<file path="config.mk">
export PLATFORM = sky130hd
export DESIGN_NAME = iserdes_sdr
export DESIGN_NICKNAME = d
export VERILOG_FILES = /design/src/rtl/iserdes_sdr.sv
export SDC_FILE = /design/constraint.sdc
export NUM_CORES = 1
export LEC_CHECK = 0
export ABC_AREA = 1
export CAP_MARGIN = 10
export CORE_UTILIZATION = 41
export CTS_CLUSTER_SIZE = 40
export DETAILED_ROUTE_END_ITERATION = 16
export PLACE_DENSITY_LB_ADDON = 0.05
export SYNTH_ARGS = -nofsm -noshare
export SYNTH_HDL_FRONTEND = slang
export SYNTH_SLANG_ARGS = --single-unit
</file>
<file path="constraint.sdc">
create_clock -name CLK -period 1.2 [get_ports CLK]
set_input_delay 0.24 -clock CLK [delete_from_list [all_inputs] [get_ports CLK]]
set_output_delay 0.24 -clock CLK [all_outputs]
set_load 0.02 [all_outputs]
</file>
<file path="src/rtl/iserdes_sdr.sv">
// iserdes_sdr: serial-to-parallel deserializer, bitslip alignment built only under ISERDES_BITSLIP_EN.
// Latency: word on Q (with Q_VALID) the cycle after the edge that samples its last bit.
// Backpressure: none; CE low freezes all state and suppresses Q_VALID.
module iserdes_sdr #(
  parameter int                    DATA_WIDTH = 8,
  parameter logic [DATA_WIDTH-1:0] INIT_Q     = '0
) (
  input  logic                  CLK,
  input  logic                  RST,
  input  logic                  CE,
  input  logic                  D,
  input  logic                  BITSLIP,
  output logic [DATA_WIDTH-1:0] Q,
  output logic                  Q_VALID
);

  localparam int              CW   = (DATA_WIDTH > 2) ? $clog2(DATA_WIDTH) : 1;
  localparam logic [CW-1:0]   LAST = CW'(DATA_WIDTH - 1);

  if (DATA_WIDTH < 2 || DATA_WIDTH > 8) begin : g_width_check
    $error("iserdes_sdr: DATA_WIDTH must be in 2..8");
  end

  logic [DATA_WIDTH-2:0] sr;
  logic [CW-1:0]         cnt;
  logic [DATA_WIDTH-1:0] word;
  logic                  slip_accept;
  logic                  emit;

  assign word = {sr, D};

`ifdef ISERDES_BITSLIP_EN
  logic [1:0] lock;

  // A slip request is only honoured once the previous slip has settled.
  assign slip_accept = BITSLIP && (lock == 2'd0);

  always_ff @(posedge CLK) begin
    if (RST) begin
      lock <= 2'd0;
    end else if (CE) begin
      if (slip_accept) begin
        lock <= 2'd2;
      end else if (lock != 2'd0) begin
        lock <= lock - 2'd1;
      end
    end
  end
`else
  logic unused_bitslip;

  assign slip_accept    = 1'b0;
  assign unused_bitslip = BITSLIP;
`endif

  // A slip on the boundary bit stretches the current word by one bit instead of emitting it.
  assign emit = CE && (cnt == LAST) && !slip_accept;

  always_ff @(posedge CLK) begin
    if (RST) begin
      sr      <= '0;
      cnt     <= '0;
      Q       <= INIT_Q;
      Q_VALID <= 1'b0;
    end else begin
      Q_VALID <= emit;
      if (CE) begin
        sr <= word[DATA_WIDTH-2:0];
        if (slip_accept) begin
          cnt <= cnt;
        end else if (cnt == LAST) begin
          cnt <= '0;
        end else begin
          cnt <= cnt + CW'(1);
        end
      end
      if (emit) begin
        Q <= word;
      end
    end
  end

endmodule
</file>
; ---- After elaboration in Yosys (flattened, before gate mapping)
; Cells that the tools add are included.
; Widths: inputs -> output; s select.
[word_totals]
register_bits = 19
input_bits = 5
out_inout_bits = 9
word_cells = 8
[classes]
n_addsub = 1
eq_ne = 1
mux = 1
reduce_logical = 1
[ops]
columns = op, n
row1 = $add 3x1->3 const B, 1
row2 = $eq 3x3->1 const B, 1
row3 = $mux 3, 1
row4 = $logic_and 1x1->1, 1

; ---- Longest topological paths before layout
[logic_depth]
depth_word = 2
mapped_depth = 6
depth_no_buf = 5

; ---- Least setup slack after synthesis
; Ideal clock, no wire load.
[synth_path]
path_kind = reg-to-reg
from = register cnt[0]
to = register cnt[0]
setup_ps = 64
t_arrival_ps = 1081
required_ps = 1136
path_slack_ps = 55
path_stages_with_launch = 7
n_path_buf = 1
synth_period_minus_slack_ps = 1145
path_cell_list = dfxtp_1 ha_1 ha_1 buf_2 nand2_2 nand2_1 nor2_1
[synth_between]
elab_chain_cells = 2
word_cells_on_any_way = 3
classes_between = 1 x add/sub / 1 x eq/ne / 1 x mux
[synth_rtl]
columns = element, line
row1 = start: declaration, 25  ; logic [CW-1:0] cnt;
row2 = start signal: assignment, 70  ; cnt <= cnt;
row3 = start signal: assignment, 74  ; cnt <= cnt + CW'(1);
row4 = $add 3x1->3 / $eq 3x3->1 (equally long branches), "74, 71"
row5 = $mux 3 (*), 71  ; end else if (cnt == LAST) begin
; Mark *: on every way between the ends. The rest lies on a longest branch, timed or not.
; A chain may end at the register's enable or synchronous reset.

; ---- Worst setup path in the final report
[layout_path]
from = register Q_VALID
to = output Q_VALID
[layout_lines]
columns = element, line
row1 = start: declaration, 14  ; output logic Q_VALID
row2 = start signal: assignment, 66  ; Q_VALID <= emit;
; No word-level cell between the ends.

==> flow_summary_export.csv <==
group,metric,value,unit
clock_tree,clockBufferDepth,2,
timing,finClkSkew,0.00541,ns
detailed_routing,final_antenna_net_count,0,
detailed_routing,wl,1.30,mm
detailed_routing,vias,607,
yosys,avgSynthCellArea,8.60,um2
timing,finalMaxSlewViolations,0,
yosys,synthCells,87,
hold_path,hp-class,"reg -> reg",
clock_tree,path_clk_slew,0.10,ns
pwr,leakage,0.413,nW
finish,nNetsFinal,111,
timing,hold_violations,0,
clock_tree,cts_max_level,1,
detailed_routing,wire_per_inst,10.2,um
yosys,yosys_warnings,0,
hold_path,hold-path-cell-count,2,
critical_path,worstPathRequired,0.96,ns
global_routing,grt_usage,0.150,
critical_path,setup.worst_path.class,"reg -> out",
timing,rsz0062_at_grt,"false",
timing,fin_crit,1.14,ns
pwr,power_frac_clock,0.298,
yosys,synth_top_family_by_area,"simple AND/OR/NAND/NOR gates",
hold_path,hp-start,"Q[1]",
detailed_routing,drt_iter0_drc,5,
detailed_routing,via_per_inst,4.74,
critical_path,ff2ff_path_depth,5,
detailed_routing,route.met3.wl,39,um
critical_path,arrival,0.90,ns
global_routing,grt_first_pass_wirelength,2.13,mm
timing,setup_viol,0,
yosys,syn_area,748,um2
finish,final_cell_mix,"18 x dfxtp_1, 17 x nand2_1, 14 x nor2_1",
floorplanning,die_area,2000,um2
global_routing,antenna_found_initial,0,
critical_path,crit_path_end_kind,"output port",
global_routing,globalRouteOverflowTotal,0,
pwr,p_int,0.000822,W
floorplanning,start_util,0.433,
clock_tree,cts_sinks,19,
finish,final_area,885,um2
floorplanning,die_x,44.7,um
yosys,syn_nets,94,
yosys,ys_types,17,
placement,portBuffers,12,
timing,max_freq,0.879,GHz
yosys,synthSimpleGateAreaFrac,0.293,
critical_path,rrSetupSlack,0.10,ns
global_routing,first_global_vias,489,
global_routing,grt_max_degree,24,
clock_tree,clockRootBuffer,"clkbuf_4",
yosys,synth_compound_area_frac,0.0652,
finish,area_growth,18.2,%
clock_tree,cts_made_buffers,3,
detailed_routing,drt_pass1_iterations,4,
finish,layout.cells.non_filler,128,
flow_run,maxCapViolCount,0,
outcome,outcome,"completed",
critical_path,critPathSlowestCell,"dfxtp_1",
critical_path,crit_fanout,1,
floorplanning,num_rows,15,
yosys,synth_top_area_frac,0.508,
detailed_routing,highest_layer,"met4",
pwr,pwr_density_cell,1220,nW/um2
pwr,switching_share,0.237,
critical_path,crit_chain,"clkdlybuf4s15_1",
floorplanning,die_y,44.7,um
placement,place_inst,124,
pwr,ir_worst_vdd,0.000474,V
critical_path,start_kind,"register",
timing,worst_slew_pin_slew,0.277,ns
yosys,synth-adder-area-share,0.0334,
pwr,power_frac_seq,0.616,
critical_path,cp_top_family,"flip-flops",
clock_tree,post-cts-setup-buffer-count,0,
timing,slew_headroom,0.814,
critical_path,max_stage_delay,0.32,ns
floorplanning,core_area,1730,um2
yosys,ys_ff_latch,19,
critical_path,r2r-end,"Q[1]",
pwr,power.switching,0.000255,W
placement,dp_hpwl,861,um
detailed_routing,wl_met2,540,um
finish,drive_gt1_frac,0.214,
detailed_routing,route.detailed.drc,0,
critical_path,path_buf_inv,1,
yosys,synth_xor_area_frac,0,
yosys,netlist_top_cells_area,"dfxtp_1 51%, nand2_1 8.5%, nor2_1 7.0%",
clock_tree,insertion_delay,0.30,ns
yosys,synth_seq_area_share,0.508,
detailed_routing,m1WireLength,698,um
placement,placed_cell_area,886,um2
placement,routabilityCongestion,0.751,
clock_tree,cts_tree,"yes",
floorplanning,ioPinCount,14,
finish,diodes,0,
yosys,yosys.area.top_type,"dfxtp_1",
hold_path,hold-path-endpoint,"Q[1]",
yosys,synth_mux_area_frac,0,
finish,final_common_cell,"dfxtp_1",
timing,finalCritPeriodShare,0.948,
pwr,p_comb_frac,0.086,
critical_path,worstReg2RegStart,"cnt[0]",
## per-layer routing
metal  track usage  vias to the layer above
met5             0                        -
met4        0.0909                        0
met3        0.0360                        4
met2         0.221                        8
met1         0.198                      272
li1              -                      323
## worst max path at each step
stage	from	to	slack [ns]	depth (start not counted)
after global routing	Q_VALID	Q_VALID	0.006	1
after detailed placement	CE	cnt[1]	-0.20	4
after floorplan	cnt[0]	cnt[0]	0.06	6
after CTS	Q[6]	Q[6]	0.007	1
final	Q_VALID	Q_VALID	0.06	1
after global placement	CE	sr[6]	-0.18	4
## Yosys cell counts (all sizes together)
library cell and instances:
inv 2, clkbuf 2, nand3 8, nand4 8, o21ai 6, ha 2
clkinv 1, buf 3, a21oi 3, nand2 19, nor2 14, dfxtp 19
## registers in the layout, summed over array words and instances (netlist names)
signal	cells
Q	8
Q_VALID	1
cnt	3
sr	7
## through the flow
| stage | power, W | setup TNS, ns | worst slack, ns | util | hold WS (ns) |
|---|---|---|---|---|---|
| floorplan | 0.000744 | 0 | 0.0550 | - | 0.302 |
| global placement | 0.000767 | -1.81 | -0.177 | 0.513 | 0.459 |
| detailed placement | 0.000769 | -2.00 | -0.196 | 0.513 | 0.461 |
| CTS | 0.00109 | 0 | 0.00692 | 0.528 | 0.478 |
| global route | 0.00113 | 0 | 0.00631 | 0.512 | 0.493 |
| finish | 0.00108 | 0 | 0.0629 | 0.512 | 0.471 |
## area by class of cell
class	instances	area, um2
sequential	19	382
clock buffer	4	26.3
timing repair buffer	17	134
multi-input combinational	60	300
fill	199	842
inverter	3	11.3
tap	25	31.3
## kinds of logic after synthesis
group | after synthesis
adders and majority gates | 2
buffers and inverters | 8
and+or+nand+nor | 49
AOI/OAI and AO/OA | 9
DFF | 19
## what timing repair did
item                                    CTS  global route
hold buffers                              0             0
resized for setup                        17            13
endpoints found under the setup margin    9            18
## power by group through the flow
stage / clock network, W / registers, W / logic, W
after floorplan: 0 / 0.000675 / 0.0000696
after global placement: 0 / 0.000677 / 0.0000905
after detailed placement: 0 / 0.000677 / 0.0000919
after CTS: 0.000340 / 0.000662 / 0.0000919
after global routing: 0.000364 / 0.000666 / 0.000104
final: 0.000321 / 0.000663 / 0.0000924
Power figures use the tool's default switching activity.
